--- src/rtl/rx_buf_arbiter.sv ---
// rx_buf_arbiter: round-robin share of the rx IQ buffer write port, fill count, irq, overflow.
// Optional feature macro RX_BUF_TAG_EN: prefix each written word with its channel index.
module rx_buf_arbiter #(
   parameter int NCH    = 4,
   parameter int DW     = 32,
   parameter int AW     = 11,
   parameter int THRESH = 1024,
   localparam int CHW   = $clog2(NCH),
`ifdef RX_BUF_TAG_EN
   localparam int WW    = DW + CHW
`else
   localparam int WW    = DW
`endif
) (
   input  logic              adc_clk,
   input  logic              reset_n,
   input  logic              run,
   input  logic [NCH-1:0]    req,
   input  logic [NCH*DW-1:0] din,
   output logic [NCH-1:0]    ack,
   output logic              ram_wr,
   output logic [AW-1:0]     ram_waddr,
   output logic [WW-1:0]     ram_wdata,
   input  logic              host_drain,
   input  logic              clr_ovfl,
   output logic              irq,
   output logic              ovfl,
   output logic [AW:0]       wcnt
);

   typedef enum logic [1:0] {S_IDLE, S_RUN, S_FULL} state_t;

   localparam logic [AW:0]    L_DEPTH = (AW+1)'(1 << AW);
   localparam logic [AW:0]    L_THR   = (AW+1)'(THRESH);
   localparam logic [CHW-1:0] L_LAST  = CHW'(NCH - 1);

   state_t          r_state;
   state_t          w_nxt;
   logic [CHW-1:0]  r_rr;
   logic [CHW-1:0]  w_gidx;
   logic            w_hit;
   logic            w_gnt_en;
   logic [AW:0]     r_count;
   logic [AW:0]     w_cnt_inc;
   logic [AW:0]     w_cnt_nxt;
   logic [AW-1:0]   r_waddr;
   logic            r_wr;
   logic            r_irq;
   logic            r_ovfl;
   logic [WW-1:0]   r_wdata;
   logic [DW-1:0]   w_din;

   assign w_gnt_en = (r_state == S_RUN) && run && (r_count < L_DEPTH);

   // First requester at or after r_rr, wrapping modulo NCH
   always_comb begin
      w_hit  = 1'b0;
      w_gidx = '0;
      for (int i = 0; i < NCH; i++) begin
         if (w_gnt_en && !w_hit && req[(int'(r_rr) + i) % NCH]) begin
            w_hit  = 1'b1;
            w_gidx = CHW'((int'(r_rr) + i) % NCH);
         end
      end
   end

   assign ack   = w_hit ? (NCH'(1) << w_gidx) : '0;
   assign w_din = din[w_gidx*DW +: DW];

   assign w_cnt_inc = r_count + {{AW{1'b0}}, w_hit};

   always_comb begin
      w_cnt_nxt = w_cnt_inc;
      if (host_drain) begin
         w_cnt_nxt = (w_cnt_inc >= L_THR) ? (w_cnt_inc - L_THR) : '0;
      end
   end

   always_comb begin
      w_nxt = r_state;
      unique case (r_state)
         S_IDLE: if (run) w_nxt = S_RUN;
         S_RUN: begin
            if (!run)                      w_nxt = S_IDLE;
            else if (w_cnt_nxt == L_DEPTH) w_nxt = S_FULL;
         end
         S_FULL: begin
            if (!run)                     w_nxt = S_IDLE;
            else if (w_cnt_nxt < L_DEPTH) w_nxt = S_RUN;
         end
         default: w_nxt = S_IDLE;
      endcase
   end

   always_ff @(posedge adc_clk or negedge reset_n) begin
      if (!reset_n) begin
         r_state <= S_IDLE;
         r_rr    <= '0;
         r_count <= '0;
         r_waddr <= '0;
         r_wr    <= 1'b0;
         r_wdata <= '0;
         r_irq   <= 1'b0;
         r_ovfl  <= 1'b0;
      end else begin
         r_state <= w_nxt;
         r_wr    <= w_hit;
         r_irq   <= (r_count >= L_THR);
         if (w_hit) begin
`ifdef RX_BUF_TAG_EN
            r_wdata <= {w_gidx, w_din};
`else
            r_wdata <= w_din;
`endif
         end
         // A write registered before run fell still lands at the old address
         if (!run) begin
            r_waddr <= '0;
            r_count <= '0;
            r_rr    <= '0;
         end else begin
            r_count <= w_cnt_nxt;
            if (r_wr)  r_waddr <= r_waddr + 1'b1;
            if (w_hit) r_rr <= (w_gidx == L_LAST) ? '0 : w_gidx + 1'b1;
         end
         if ((r_state == S_FULL) && (|req)) r_ovfl <= 1'b1;
         else if (clr_ovfl)                 r_ovfl <= 1'b0;
      end
   end

   assign ram_wr    = r_wr;
   assign ram_waddr = r_waddr;
   assign ram_wdata = r_wdata;
   assign irq       = r_irq;
   assign ovfl      = r_ovfl;
   assign wcnt      = r_count;

endmodule
--- config.mk ---
export PLATFORM = sky130hd
export DESIGN_NAME = rx_buf_arbiter
export DESIGN_NICKNAME = d
export VERILOG_FILES = /design/src/rtl/rx_buf_arbiter.sv
export SDC_FILE = /design/constraint.sdc
export NUM_CORES = 1
export LEC_CHECK = 0
export CAP_MARGIN = 20
export CORE_AREA = 8 8 103 128
export DETAILED_ROUTE_END_ITERATION = 10
export DIE_AREA = 0 0 111 136
export PLACE_DENSITY = 0.89
export REMOVE_ABC_BUFFERS = 1
export SETUP_SLACK_MARGIN = 0.02
export SLEW_MARGIN = 20
export SYNTH_ARGS = -nofsm -noshare
export SYNTH_HDL_FRONTEND = slang
export SYNTH_SLANG_ARGS = --single-unit
--- constraint.sdc ---
create_clock -name adc_clk -period 3.05 [get_ports adc_clk]
set_input_delay 0.61 -clock adc_clk [delete_from_list [all_inputs] [get_ports adc_clk]]
set_output_delay 0.61 -clock adc_clk [all_outputs]
set_load 0.01 [all_outputs]
; Yosys cells after proc, flatten, opt, wreduce, memory -nomap -nowiden
; Index checks and enable logic that the tools add are counted.
[word_totals]
regBits = 62
in_bits = 137
out_inout_bits = 62
wordCells = 93
[op_classes]
mux = 36
order_cmp = 8
reduce_logical = 20
shifts = 2
bitwise_logic = 3
add_sub_neg = 7
n_eq_ne = 9
[op_table]
columns = op, count
row1 = variable part select 128 x 8 -> 32 bit, 1
row2 = two-way mux 12 bit, 3
row3 = ">= comparator 12 x 11 -> 1 bit, second input constant", 2
row4 = "less-than comparator 12 bit, second input constant", 2
row5 = two-way mux 2 bit, 12
row6 = two-way mux 11 bit, 2
row7 = two-way mux 1 bit, 13
row8 = adder 12 x 1 -> 12 bit, 1
row9 = "equality test 12 bit, second input constant", 1
row10 = "less-than comparator 3 x 4 -> 1 bit, second input constant", 3
row11 = "subtractor 12 x 11 -> 12 bit, second input constant", 1
row12 = "adder 11 x 1 -> 11 bit, second input constant", 1
row13 = logical AND 1 bit, 10
row14 = binary-select mux 1 bit (select 2 bit), 4
row15 = case mux 2 bit (3 select lines), 1
row16 = OR reduction 2 bit, 3
row17 = "adder 2 x 1 -> 2 bit, second input constant", 2
row18 = "adder 2 bit, second input constant", 2
row19 = "equality test 2 bit, second input constant", 2
row20 = two-way mux 4 bit, 1
row21 = "!= test 2 x 1 -> 1 bit, second input constant", 2
row22 = OR reduction 4 bit, 1
row23 = "<< shifter 1 x 2 -> 4 bit, first input constant", 1
row24 = "bitwise AND 1 bit, first input constant", 3
row25 = other kinds (9), 11

; Depth between registers and ports, before layout
[depth]
word_depth = 25
mapped_depth = 15
ltp_nobuf = 14

; Least setup slack after synthesis
; No wires, ideal clock.
[synth_timing]
path_type = input to register
start = input port run
end = register r_state[1]
t_arrival_ns = 3.358
path_stages = 15
required_ns = 2.925
path_slack_ns = -0.434
setup_ns = 0.125
cell_sequence = nand3b_1 -> nor3_1 -> clkbuf_1 -> ha_1 -> ha_1 -> nand2_1 -> nor3_1 -> xnor2_1 -> inv_1 -> ha_1 -> nand2_1 -> o311ai_0 -> nand2_1 -> nor2_1 -> a2bb2o_1
[synth_between]
elab_chain_len = 23
word_cells_on_any_way = 30
[synth_rtl]
columns = item, line_no
row1 = "start, declared", 17  ; input logic run,
row2 = logical AND 1 bit * (2 in a row), 53  ; assign w_gnt_en = (r_state == S_RUN) && run && (r_count < L_DEPTH);
row3 = logical AND 1 bit, 60  ; if (w_gnt_en && !w_hit && req[(int'(r_rr) + i) % NCH]) begin
row4 = two-way mux 1 bit, 60
row5 = logical NOT 1 bit, 60
row6 = logical AND 1 bit (2 in a row), 60
row7 = two-way mux 1 bit, 60
row8 = logical NOT 1 bit, 60
row9 = logical AND 1 bit (2 in a row), 60
row10 = (+5 left out), n/a
row11 = via w_hit, 41  ; logic w_hit;
row12 = adder 12 x 1 -> 12 bit *, 70  ; assign w_cnt_inc = r_count + {{AW{1'b0}}, w_hit};
row13 = subtractor 12 x 11 -> 12 bit / >= comparator 12 x 11 -> 1 bit (equally long branches), 75  ; w_cnt_nxt = (w_cnt_inc >= L_THR) ? (w_cnt_inc - L_THR) : '0;
row14 = two-way mux 12 bit, 75
row15 = two-way mux 12 bit *, 74  ; if (host_drain) begin
row16 = less-than comparator 12 bit / equality test 12 bit (equally long branches), "89, 85"
row17 = != test 3 bit (no source line) / != test 3 x 2 -> 1 bit (equally long branches), n/a
row18 = AND reduction 3 bit (no source line) *, n/a
row19 = "end signal, assigned", 106  ; r_state <= w_nxt;
row20 = "end, declared", 37  ; state_t r_state;
; The timed path passes the listed nets; every way through them passes the cells marked *.
; A chain may end at the register's enable or synchronous reset.

; Final worst setup path
[layout_timing]
start = input port req[1]
end = output port ack[2]
[layout_between]
elab_chain_len = 18
word_cells_on_any_way = 31
[layout_rtl]
columns = item, line_no
row1 = "start, declared", 18  ; input logic [NCH-1:0] req,
row2 = binary-select mux 1 bit (select 2 bit), 60
row3 = two-way mux 1 bit (implied by the code), 60
row4 = logical AND 1 bit, 60
row5 = two-way mux 1 bit, 60
row6 = logical NOT 1 bit, 60
row7 = logical AND 1 bit (2 in a row), 60
row8 = two-way mux 1 bit, 60
row9 = logical NOT 1 bit, 60
row10 = logical AND 1 bit (2 in a row), 60
row11 = two-way mux 1 bit, 60
row12 = logical NOT 1 bit, 60
row13 = logical AND 1 bit (2 in a row), 60
row14 = two-way mux 2 bit, 60
row15 = << shifter 1 x 2 -> 4 bit, 67  ; assign ack = w_hit ? (NCH'(1) << w_gidx) : '0;
row16 = two-way mux 4 bit *, 67
row17 = "end, declared", 20  ; output logic [NCH-1:0] ack,
; Mark *: on every way between the ends. The rest lies on a longest branch, timed or not. The select of a mux whose other input is x is not followed.

==> flow_summary.toml <==
[drt]
drtPass1Iterations = 4
route.detailed.drc = 0
drt_iter0_drc = 119
vias_per_cell = 5.11
via_count = 3796
postRouteWirelength_um = 13400
wl_per_cell_um = 18.0
ant_nets = 0

[placement]
globalplace.congestion = 0.816
dp_hpwl_um = 10600
dpl_cell_area_sq_um = 6410
dp_cells = 720
place.port_buffers = 198

[clocking]
root_buffer = "clkbuf_16"
clock_path_buffers = 2
cts_tree = "built"
insertion_delay_ns = 0.32
htree_num_levels = 3
clkSinkCount = 62
numCtsBuffers = 9
holdBufCountCts = 0
path_clk_slew_ns = 0.05

[logic_synthesis]
synthTopCellsByArea = "dfrtp_1 38%, mux2i_1 24%, mux2_2 8.7%, xnor2_1 2.8%, ha_1 2.7%"
yosys_most_used_dff = "dfrtp_1"
syn_avg_cell_area_sq_um = 10.9
synth-edff-count = 0
synthArstFlopShare_pct = 100
ys_ff_latch = 62
synth.top_cell.area_share_pct = 37.5
ys_seq_area_share_pct = 37.5
synth.yosys.warnings = 0
yosysUniqueCellTypes = 49
synthesis.instances = 378
synthesis.area_sq_um = 4130
synth_top_area_cell = "dfrtp_1"

[hold_path]
hold_path_class = "input pin to async pin"

[layout]
seqCellArea_sq_um = 1550
multi_input_area_sq_um = 2540
fin_cells = 743
fin_area_sq_um = 6850
synthToLayoutAreaGrowth_pct = 65.7
final_layout_size_suffix_gt1_share_pct = 20.4
nNetsFinal = 745
nFillCells = 899

[grt]
grt-ovfl-total = 0
grt_max_degree = 41
use_met1_pct = 18.6
globalRouteTotalUtil_pct = 17.2
grt_pass1_vias = 4045
grt_pass1_wl_um = 21000
use_met2_pct = 31.4
use_met3_pct = 4.81
antenna_found_initial = 1
top_usage_layer = "met2"

[sta]
worst_pin_slew_ns = 0.709
hold_viol = 0
fin_crit_ns = 2.94
fin_skew_ns = 0.00865
setup_violations = 0
relSlewSlack_pct = 52.7
period_share_pct = 96.5
rsz0062_at_grt = "false"
slew_violations = 0
max_freq_mhz = 340

[floorplanning]
top_level_ports = 199
dieArea_sq_um = 15100
core-area_sq_um = 11300
die_w_um = 111
die_h_um = 136
initial_core_util_pct = 36.6
rows = 44

[setup_path]
critPathLaunchType = "input pin"
crit_path_max_fanout = 6
critPathRequiredTime_ns = 2.44
crit_arrival_ns = 2.33
cp-end-kind = "primary output"
critPathKind = "input pin to primary output"

[pwr]
finalPower_mw = 3.09
p_per_area_nw_per_um2 = 451
peakVddDrop_v = 0.000289
static-leakage-power_nw = 3.37

[flow_run]
cap_viol_max_count = 0

[run_status]
outcome = "finished, final reports clean"
-- flip-flops by register name (all words and copies together), names as in the netlist --
signal,flops
ram_wdata,32
r_state,2
ram_waddr,11
ovfl,1
irq,1
r_rr,2
wcnt,12
ram_wr,1
-- placed cells by master (no fill, tap or decap), types with 6 or more instances in the layout --
master / Yosys / layout
nor2_2: 9 / 10
mux2i_1: 100 / 100
mux2_2: 32 / 32
inv_1: 8 / 8
xnor2_1: 13 / 11
nand4_1: 7 / 7
clkdlybuf4s50_1: 0 / 188
buf_4: 1 / 29
nand2_1: 17 / 13
nand3_1: 7 / 6
nor2_1: 10 / 8
o21ai_1: 6 / 7
clkbuf_16: 0 / 9
xor2_1: 6 / 6
dfrtp_1: 62 / 62
and3_1: 7 / 6
and2_1: 11 / 11
-- synth_stat cells, drive strengths merged, types with 2 or more instances --
library cell and instances:
a21boi 5, dfrtp 62, nand3 7, xnor2 13, nor2 19, o21ai 10, and2 11, mux2i 100
and4 2, nor3 4, inv 10, xor2 6, or2 2, and3 7, nor4bb 2, clkbuf 6
buf 16, mux2 33, nand2 17, nand2b 2, nor3b 2, or3 5, nor2b 5, o311ai 2
nand4 7, ha 9
-- logic make-up (layout without fill, tap and decap cells) --
| logic type | Yosys count | count (layout) | synth area share, % |
|---|---|---|---|
| simple gates | 96 | 96 | 13.3 |
| xor+xnor | 19 | 19 | 4.03 |
| compound gates | 27 | 27 | 4.84 |
| buf+inv | 32 | 258 | 4.36 |
| other cells | 0 | 1 | 0 |
| mux | 133 | 133 | 33.2 |
| flops | 62 | 62 | 37.5 |
| fa+ha+maj | 9 | 9 | 2.72 |
-- where the power goes --
group / total, mW / internal, mW / switching, mW
logic: 1.08 / 0.665 / 0.411
registers: 1.07 / 0.976 / 0.0893
clock network: 0.948 / 0.591 / 0.357
-- path summary, 6_finish.rpt --
| kind | from | cells after the start | endpoint | slack [ns] |
|---|---|---|---|---|
| worst max-delay path | req[1] | 10 | ack[2] | 0.11 |
| worst min-delay path | reset_n | 1 | ram_wdata[13] | 0.33 |
| worst max register to register | r_state[1] | 14 | r_state[1] | 0.20 |
| worst min register to register | ram_wdata[20] | 1 | ram_wdata[20] | 0.50 |
| max in group asynchronous | reset_n | 2 | ram_wdata[12] | 2.08 |
| min in group adc_clk | ram_wdata[20] | 1 | ram_wdata[20] | 0.50 |
-- timing repair --
| item | 4_1_cts | 5_1_grt |
|---|---|---|
| buffers inserted | 7 | 0 |
| setup endpoints to repair | 17 | 4 |
| gates resized for setup | 48 | 2 |
| pin swaps | 15 | 4 |
-- per-layer routing --
| layer | wire length [um] | vias up |
|---|---|---|
| li1 | - | 1798 |
| met1 | 5290 | 1835 |
| met2 | 7140 | 142 |
| met3 | 736 | 21 |
| met4 | 236 | 0 |
| met5 | 0 | - |
-- metrics by stage --
stage / utilization (%) / hold slack, ns / setup WS [ns] / setup TNS [ns]
2_1_floorplan: - / 0.314 / -2.78 / -91.92
3_3_place_gp: 56.8 / 0.488 / -0.419 / -9.87
3_5_place_dp: 56.8 / 0.494 / -0.590 / -14.47
4_1_cts: 60.6 / 0.359 / 0.0788 / 0
5_1_grt: 60.7 / 0.415 / 0.0160 / 0
6_report: 60.7 / 0.335 / 0.106 / 0
-- critical path, stage by stage --
cell and delay [ns]:
dlygate4sd2_1 0.26, buf_6 0.13, a21boi_1 0.13, o31a_1 0.34, o2111ai_4 0.25, buf_12 0.14
inv_2 0.03, ha_1 0.16, and2_1 0.14, buf_4 0.15
-- area by class of cell --
class	instances	share of cell area, %
timing repair buffer	232	32.9
multi-input combinational	284	37.1
antenna	1	0.0365
clock inverter	5	0.493
sequential	62	22.7
tap	138	2.52
inverter	10	0.548
clock buffer	11	3.69
(Power assumes the default switching activity.)
